===== src/rtl/encoder_sequencer.sv =====
// encoder_sequencer: handshake-driven control for the 3-stage AV1 encoder pipeline; ENC_SEQ_STALL_EN adds bitstream back-pressure
module encoder_sequencer #(
  parameter int CNT_WIDTH    = 16,
  parameter int RANGE_WIDTH  = 16,
  parameter int SYMBOL_WIDTH = 4
) (
  input  logic                    general_clk,
  input  logic                    reset,
  input  logic                    in_valid,
  output logic                    in_ready,
  input  logic [RANGE_WIDTH-1:0]  in_fl,
  input  logic [RANGE_WIDTH-1:0]  in_fh,
  input  logic [SYMBOL_WIDTH-1:0] in_symbol,
  input  logic [SYMBOL_WIDTH:0]   in_nsyms,
  input  logic                    in_bool,
  input  logic                    in_last,
  output logic [RANGE_WIDTH-1:0]  enc_fl,
  output logic [RANGE_WIDTH-1:0]  enc_fh,
  output logic [SYMBOL_WIDTH-1:0] enc_symbol,
  output logic [SYMBOL_WIDTH:0]   enc_nsyms,
  output logic                    enc_bool,
  output logic                    enc_reset,
  output logic                    en_1_2,
  output logic                    en_2_3,
  output logic                    en_final,
  input  logic [1:0]              enc_flag,
  output logic                    bs_valid,
  input  logic                    bs_ready,
  output logic                    done_valid,
  input  logic                    done_ready,
  output logic [CNT_WIDTH-1:0]    frame_symbols
);
  typedef enum logic [1:0] {INIT, RUN, DRAIN, DONE} state_t;
  state_t state, state_nxt;
  logic v1, v2, v3, l1, l2, l3, stall, accept;
`ifdef ENC_SEQ_STALL_EN
  assign stall = v3 && (enc_flag != 2'b00) && !bs_ready;
`else
  logic unused_bs_ready;
  assign unused_bs_ready = bs_ready;
  assign stall = 1'b0;
`endif
  assign enc_fl     = in_fl;
  assign enc_fh     = in_fh;
  assign enc_symbol = in_symbol;
  assign enc_nsyms  = in_nsyms;
  assign enc_bool   = in_bool;
  assign accept     = in_valid && in_ready;
  assign en_1_2     = accept;
  assign en_2_3     = v1 && !stall;
  assign en_final   = v2 && !stall;
  assign bs_valid   = v3 && (enc_flag != 2'b00);
  // frame state register
  always_ff @(posedge general_clk)
    if (!reset) state <= INIT;
    else state <= state_nxt;
  // valid/last markers shadow the encoder pipeline and freeze with it
  always_ff @(posedge general_clk)
    if (!reset) {v1, v2, v3, l1, l2, l3} <= '0;
    else if (!stall) {v1, v2, v3, l1, l2, l3} <= {accept, v1, v2, accept && in_last, l1, l2};
  // saturating per-frame symbol counter, cleared while the encoder is reset
  always_ff @(posedge general_clk)
    if (!reset || state == INIT) frame_symbols <= '0;
    else if (accept && frame_symbols != '1) frame_symbols <= frame_symbols + 1'b1;
  // next state and per-state handshake outputs
  always_comb begin
    state_nxt  = state;
    in_ready   = 1'b0;
    enc_reset  = 1'b0;
    done_valid = 1'b0;
    case (state)
      INIT: begin
        enc_reset = 1'b1;
        state_nxt = RUN;
      end
      RUN: begin
        in_ready  = !stall;
        state_nxt = (in_valid && !stall && in_last) ? DRAIN : RUN;
      end
      DRAIN: state_nxt = (l2 && !stall) ? DONE : DRAIN;
      default: begin
        done_valid = 1'b1;
        state_nxt  = done_ready ? INIT : DONE;
      end
    endcase
  end
endmodule


===== config.mk =====
export PLATFORM = sky130hd
export DESIGN_NAME = encoder_sequencer
export DESIGN_NICKNAME = d
export VERILOG_FILES = /design/src/rtl/encoder_sequencer.sv
export SDC_FILE = /design/constraint.sdc
export NUM_CORES = 1
export LEC_CHECK = 0
export CORE_UTILIZATION = 30
export DETAILED_ROUTE_END_ITERATION = 8
export PLACE_DENSITY = 0.74
export REMOVE_ABC_BUFFERS = 1
export SLEW_MARGIN = 25
export SYNTH_ARGS = -nofsm -noshare
export SYNTH_HDL_FRONTEND = slang
export SYNTH_SLANG_ARGS = --single-unit

===== constraint.sdc =====
create_clock -name general_clk -period 1.55 [get_ports general_clk]
set_clock_uncertainty 0.15 [all_clocks]
set_input_delay 0.155 -clock general_clk [delete_from_list [all_inputs] [get_ports general_clk]]
set_output_delay 0.155 -clock general_clk [all_outputs]
set_load 0.01 [all_outputs]

==> key figures, run 1 <==
Outcome
  • Status: finished with violations
  • Violated checks: setup timing

Floorplan
  • Die area: 5220 um2
  • Die outline width: 72.2 um
  • Number of rows in the core area: 25
  • Die H: 72.2 um
  • Effective utilization at floorplan: 31.3%
  • Placeable core region: 4720 um2
  • I/O pin count: 115

Placed design
  • HPWL after detailed placement: 4180 um
  • Dpl cells: 268
  • Area after DPL: 1820 um2
  • Port bufs: 29
  • Worst slack at placement: -0.443 ns
  • RD Place Congestion: 0.848

Clock network
  • Clock tree root buffer cell: sky130_fd_sc_hd__clkbuf_8
  • Hold-fix buffer count after cts: 0
  • Post-CTS clock slew at the launch and capture registers of the worst setup and hold paths: 0.09 ns
  • Clk_lat worst skew: 0.27 ns
  • Clock tree sinks: 23
  • Clock buffer count from CTS: 3
  • H-tree level count: 1
  • TritonCTS clock tree: built
  • Number of buffers on the longest clock path: 2

Setup path
  • Endpoint required time on the critical path: 1.61 ns
  • Kind of end point of the critical path: flop
  • Logic depth of the worst register-to-register path: 5
  • Worst setup path category: flop to flop
  • Worst-path maximum fanout: 4
  • Launch instance of the worst register-to-register path: frame_symbols[0]
  • Worst reg2reg path endpoint: frame_symbols[14]
  • Arrival @ worst endpoint: 1.75 ns
  • Startpoint type of the worst setup path: flop
  • Worst reg-to-reg setup slack: -0.15 ns

STA
  • Period utilisation layout: 109%
  • Fin Setup TNS: -0.861 ns
  • Hold slack final: 0.160 ns
  • Least-Margin Pin Slew: 0.368 ns
  • Worst slew margin relative to its limit: 75.2%
  • Final Hold Violating Endpoints: 0
  • Final critical delay including setup and external delays: 1.70 ns
  • Total count of max-transition violations in the final report: 0
  • Post-route worst setup slack: -0.146 ns
  • Highest achievable clock rate: 590 MHz
  • Setup repair after global routing missed its margin: true
  • Setup-failing EPs final: 10

Job
  • Max-cap violation count: 0

Worst hold path
  • Origin of the worst min-delay path: in_fl[0]
  • Class of the tightest hold or removal check: input pin to primary output
  • Hold EP: enc_fl[0]
  • Cell count of the worst hold path: 0

Routing
  • Detailed-route DRC error count: 0
  • Antenna Violating Nets Remaining: 0
  • Detailed router's first-iteration violation count: 42
  • Number of detailed-route iterations in the first pass: 4
  • Wire per inst: 20.5 um
  • Via/cell ratio: 5.23
  • Total wire length after detailed routing: 5710 um
  • Total via count after detailed routing: 1,460

Final layout
  • Fraction of final layout cells with drive strength greater than 1: 49.5%
  • Post-layout nets: 264
  • Synthesis-to-finish area growth: 40.7%
  • Final std cell area, no fill: 2080 um2
  • Non-filler cells, final: 279
  • # diodes: 0

GRT
  • Congestion Overflow GR: 0
  • First-pass GRT wire length: 7890 um
  • Total global-route track usage: 20.8%
  • Number of global-route vias before repair: 1,356
  • Maximum number of pins on one net before global-route repair: 13
  • Number of antenna violations at the first check in global routing: 0

Yosys
  • Share of synthesized cell area in full adder, half adder and majority cells: 0.845%
  • Area share of the leading cell type in the synthesized netlist: 31.1%
  • Mux share of post-synthesis cell area: 0.676%
  • Parity-gate share of the synthesized area counting xor and xnor cells: 0%
  • Netlist Area Pre-Place: 1480 um2
  • Predominant post-synthesis flop cell: sky130_fd_sc_hd__dfxtp_1
  • Synth Area in Compound Gates: 14.5%
  • Number of flops mapped to enable cells by yosys: 0
  • Mean instance size in the synthesized netlist: 8.32 um2
  • Simple-Gate Fraction of Synth Area: 28.4%
  • Post-synthesis cell count: 178
  • Leading cell type by number of instances after synthesis: sky130_fd_sc_hd__buf_4
  • Leading cell types by total area after synthesis: sky130_fd_sc_hd__dfxtp_1 31%, sky130_fd_sc_hd__buf_4 21%, sky130_fd_sc_hd__nand2_1 3.6%
  • Yosys reg bits: 23
  • Dominant combinational cell family by area after synthesis: simple AND/OR/NAND/NOR gates
  • Async set-reset flop share out of synthesis: 0%
  • Synth warn: 0
  • Count of cell types in the netlist: 42
  • Sequential element share of the synthesized area: 31.1%
  • Top post-synthesis cells by count: 42 x sky130_fd_sc_hd__buf_4, 23 x sky130_fd_sc_hd__dfxtp_1, 14 x sky130_fd_sc_hd__nand2_1
  • Post-synthesis cell type with the largest combined area: sky130_fd_sc_hd__dfxtp_1

Power and ir drop
  • Areal power density over the cells: 533 nW/um2
  • Leak pwr: 0.000900 uW
  • Max rail drop VDD: 0.000299 V
-- per-stage QoR --
step | util [%] | total power (uW)
floorplan | - | 659
global placement | 38.6 | 734
detailed placement | 38.6 | 737
CTS | 41.5 | 1100
global route | 44.1 | 1150
finish | 44.1 | 1110
-- state kept, by name, indices dropped and copies added (netlist names) --
| signal | cells |
|---|---|
| frame_symbols | 16 |
| state | 2 |
| en_2_3 | 1 |
| en_final | 1 |
| l1 | 1 |
| l2 | 1 |
| v3 | 1 |
-- worst max path at each step --
stage / from / to / slack (ns) / depth (start not counted)
2_1_floorplan: frame_symbols[2] / frame_symbols[9] / -0.28 / 4
3_3_place_gp: in_valid / frame_symbols[11] / -0.36 / 6
3_5_place_dp: in_valid / frame_symbols[13] / -0.44 / 6
4_1_cts: frame_symbols[0] / frame_symbols[14] / -0.12 / 5
5_1_grt: frame_symbols[0] / frame_symbols[14] / -0.19 / 5
6_report: frame_symbols[0] / frame_symbols[14] / -0.15 / 5
-- power breakdown --
| part | switching, uW | internal (uW) |
|---|---|---|
| Sequential | 6.30 | 591 |
| Clock | 202 | 184 |
| Combinational | 60.3 | 66.3 |
| Total | 268 | 841 |
-- layout by cell type (no fill, tap or decap), types with 3 or more instances in the layout --
| cell type | n |
|---|---|
| sky130_fd_sc_hd__nor2_1 | 4 |
| sky130_fd_sc_hd__and2_1 | 6 |
| sky130_fd_sc_hd__or4_4 | 4 |
| sky130_fd_sc_hd__buf_4 | 46 |
| sky130_fd_sc_hd__and4_4 | 3 |
| sky130_fd_sc_hd__a21oi_1 | 4 |
| sky130_fd_sc_hd__clkdlybuf4s50_1 | 9 |
| sky130_fd_sc_hd__o21ai_0 | 6 |
| sky130_fd_sc_hd__nand2_1 | 13 |
| sky130_fd_sc_hd__nand3_1 | 3 |
| sky130_fd_sc_hd__clkbuf_8 | 3 |
| sky130_fd_sc_hd__nand3_2 | 3 |
| sky130_fd_sc_hd__a21oi_2 | 6 |
| sky130_fd_sc_hd__dfxtp_1 | 6 |
| sky130_fd_sc_hd__nand4_1 | 6 |
| sky130_fd_sc_hd__dfxtp_4 | 5 |
| sky130_fd_sc_hd__dlygate4sd2_1 | 17 |
| sky130_fd_sc_hd__o31ai_1 | 4 |
| sky130_fd_sc_hd__buf_6 | 4 |
| sky130_fd_sc_hd__dfxtp_2 | 12 |
-- layer usage --
metal	wire [um]	part of all wire, %	track usage (%)	up-vias
li1	-	-	-	666
met1	2230	39	24.5	683
met2	2360	41	27.5	96
met3	965	17	17.1	11
met4	89	1.6	5.01	4
met5	65	1.1	11.1	-
-- what timing repair did --
action,4_1_cts,5_1_grt
setup endpoints to repair,34,19
setup buffers,3,4
resized for setup,55,28
pin swaps,14,12
-- final cells by class --
class,instances,area (um2)
Fill cell,460,2640
Inverter,2,8.76
Timing Repair Buffer,79,659
Tap cell,67,83.8
Clock buffer,4,45.0
Sequential cell,23,494
Multi-Input combinational cell,104,792
-- cells by family (layout without fill, tap and decap cells) --
kind of cell | Yosys count | after routing
muxes | 1 | 1
AOI/OAI and AO/OA | 33 | 33
adders and majority gates | 1 | 1
and+or+nand+nor | 69 | 69
DFF | 23 | 23
buffers and inverters | 51 | 85
-- critical path, cell delays in order, from the launching register on --
cell and delay (ns):
sky130_fd_sc_hd__dfxtp_4 0.37, sky130_fd_sc_hd__ha_4 0.15, sky130_fd_sc_hd__and4b_2 0.27, sky130_fd_sc_hd__nand3_2 0.09
sky130_fd_sc_hd__or4_4 0.44, sky130_fd_sc_hd__a21oi_2 0.16
Power figures use the tool's default switching activity.
==> inputs of run 2 (changes only) <==
--- a/config.mk
+++ b/config.mk
@@ -5,9 +5,10 @@
 export SDC_FILE = /design/constraint.sdc
 export NUM_CORES = 1
 export LEC_CHECK = 0
-export CORE_UTILIZATION = 30
+export CORE_UTILIZATION = 43
 export DETAILED_ROUTE_END_ITERATION = 8
-export PLACE_DENSITY = 0.74
+export DONT_BUFFER_PORTS = 1
+export PLACE_DENSITY = 0.58
 export REMOVE_ABC_BUFFERS = 1
 export SLEW_MARGIN = 25
 export SYNTH_ARGS = -nofsm -noshare
==> run 2 against run 1 <==
Effect of this change:
- the run still ends with setup timing left
- hold slack lost 0.12 ns
- core utilization grew 13 points
- non-clock buffer count shrank 28
- wire length grew 5.0%
- largest cell class unchanged
==> key figures, run 2 (synthesis results as in run 1) <==
Final layout
  • Post-layout nets: 236
  • Most frequent standard cell in the layout excluding fill and tap cells: sky130_fd_sc_hd__buf_4
  • Regs by FF count: frame_symbols: 16 flops, state: 2 flops
  • Synthesis-to-finish area growth: 22.6%
  • # diodes: 0
  • Count of fill cells added during filler insertion: 288
  • Most frequent cells in the layout: 40 x sky130_fd_sc_hd__buf_4, 14 x sky130_fd_sc_hd__nand2_1, 11 x sky130_fd_sc_hd__dfxtp_1
  • Fraction of final layout cells with drive strength greater than 1: 51.6%
  • Storage cell area: 480 um2
  • Multi-input gate area in the final layout: 825 um2
  • Top register by number of flip-flops: frame_symbols
  • Largest register FFs: 16

Setup path
  • Delay of the slowest cell on the worst path: 0.51 ns
  • Worst-path maximum fanout: 4
  • Worst setup path category: flop to flop
  • Worst reg-to-reg setup slack: -0.13 ns
  • CP max-delay cell: sky130_fd_sc_hd__or4_4
  • Endpoint required time on the critical path: 1.68 ns
  • Crit-path cells: nand4_1 -> nor3_2 -> buf_4 -> or4_4 -> a21oi_2
  • Kind of end point of the critical path: flop
  • Arrival @ worst endpoint: 1.80 ns
  • Startpoint type of the worst setup path: flop

Power and ir drop
  • Leak pwr: 0.000713 uW
  • Max rail drop VDD: 0.000301 V
  • Power consumption: 1010 uW
  • Areal power density over the cells: 556 nW/um2

STA
  • Highest achievable clock rate: 597 MHz
  • Post-route worst setup slack: -0.126 ns
  • Final Hold Violating Endpoints: 0
  • Worst slew margin relative to its limit: 77.7%
  • Fin Setup TNS: -0.803 ns
  • Period utilisation layout: 108%
  • Setup-failing EPs final: 12
  • Least-Margin Pin Slew: 0.331 ns
  • Final critical delay including setup and external delays: 1.68 ns
  • Setup repair after global routing missed its margin: true
  • Total count of max-transition violations in the final report: 0

Floorplan
  • Number of rows in the core area: 20
  • Die outline width: 60.7 um
  • Placeable core region: 3150 um2
  • Die area: 3680 um2
  • I/O pin count: 115
  • Die H: 60.7 um
  • Effective utilization at floorplan: 46.9%

Clock network
  • Clock tree sinks: 23
  • Clock tree root buffer cell: sky130_fd_sc_hd__clkbuf_4
  • H-tree level count: 1
  • Clk_lat worst skew: 0.33 ns
  • Clock buffer count from CTS: 3
  • Post-CTS clock slew at the launch and capture registers of the worst setup and hold paths: 0.15 ns
  • Number of buffers on the longest clock path: 2
  • TritonCTS clock tree: built

Routing
  • Wire per inst: 26.3 um
  • Detailed router's first-iteration violation count: 93
  • Via/cell ratio: 6.18
  • Total wire length after detailed routing: 5990 um
  • Total via count after detailed routing: 1,410
  • Antenna Violating Nets Remaining: 0
  • Detailed-route DRC error count: 0
  • Number of detailed-route iterations in the first pass: 4

GRT
  • Total global-route track usage: 33.0%
  • First-pass GRT wire length: 8160 um
  • Number of antenna violations at the first check in global routing: 0
  • Maximum number of pins on one net before global-route repair: 14
  • Number of global-route vias before repair: 1,331
  • Congestion Overflow GR: 0

Job
  • Max-cap violation count: 0

Placed design
  • Port bufs: 0
  • HPWL after detailed placement: 4630 um
  • RD Place Congestion: 0.904

Outcome
  • Status: finished with violations
  • Violated checks: setup timing

Worst hold path
  • Class of the tightest hold or removal check: input pin to flop
-- run 2: critical path, delay by kind of cell, from the launching register on --
kind | cells | cell delay (ns)
buf+inv | 1 | 0.15
simple gates | 3 | 0.82
compound gates | 1 | 0.13
flops | 1 | 0.37
-- run 2: where the power goes --
group	internal, uW	switching (uW)	leakage, uW
Sequential	597	7.29	0.000192
Clock	97.0	205	0.0000177
Combinational	46.1	54.8	0.000503
-- run 2: path summary, 6_finish.rpt --
check,from,endpoint,cells after the start
max,frame_symbols[10],frame_symbols[14],5
min reg2reg,l1,l2,1
max reg2reg,frame_symbols[10],frame_symbols[14],5
min,reset,frame_symbols[3],3
-- run 2: timing repair --
item                                    4_1_cts  5_1_grt
hold buffers                                  4        0
setup buffers                                 1        2
resized for setup                            27       32
hold endpoints to repair                      7        0
endpoints found under the setup margin       14       17
cloned                                        0        0
pin swaps                                    16       14
-- run 2: layer usage --
layer	global-route usage, %	wire [um]	up-vias
li1	-	-	614
met3	31.1	1300	17
met1	30.7	1920	666
met5	17.1	55	-
met2	48.8	2560	111
met4	12.7	160	2
-- run 2: area by class of cell --
type	count	area share (%)
Clock buffer	3	1.24
Clock inverter	1	0.276
Timing Repair Buffer	51	23.1
Tap cell	44	3.03
Inverter	2	0.414
Sequential cell	23	26.5
Multi-Input combinational cell	104	45.4
-- run 2: per-stage QoR --
stage	utilization (%)	cell area, um2	instances	setup WS, ns	hold slack, ns
after global routing	57.5	1810	228	-0.182	0.0234
after floorplan	-	1120	129	-0.278	0.127
after global placement	48.1	1520	218	-0.144	0.127
after detailed placement	48.1	1520	218	-0.196	0.130
final	57.5	1810	228	-0.126	0.0427
after CTS	52.9	1670	226	-0.123	0.0203
==> inputs of run 3 (changes only) <==
--- a/config.mk
+++ b/config.mk
@@ -6,6 +6,7 @@
 export NUM_CORES = 1
 export LEC_CHECK = 0
 export CORE_UTILIZATION = 43
+export CTS_CLUSTER_SIZE = 12
 export DETAILED_ROUTE_END_ITERATION = 8
 export DONT_BUFFER_PORTS = 1
 export PLACE_DENSITY = 0.58
==> results of run 3 <==
The final DEF is identical to that of run 2; final timing and power are the same.
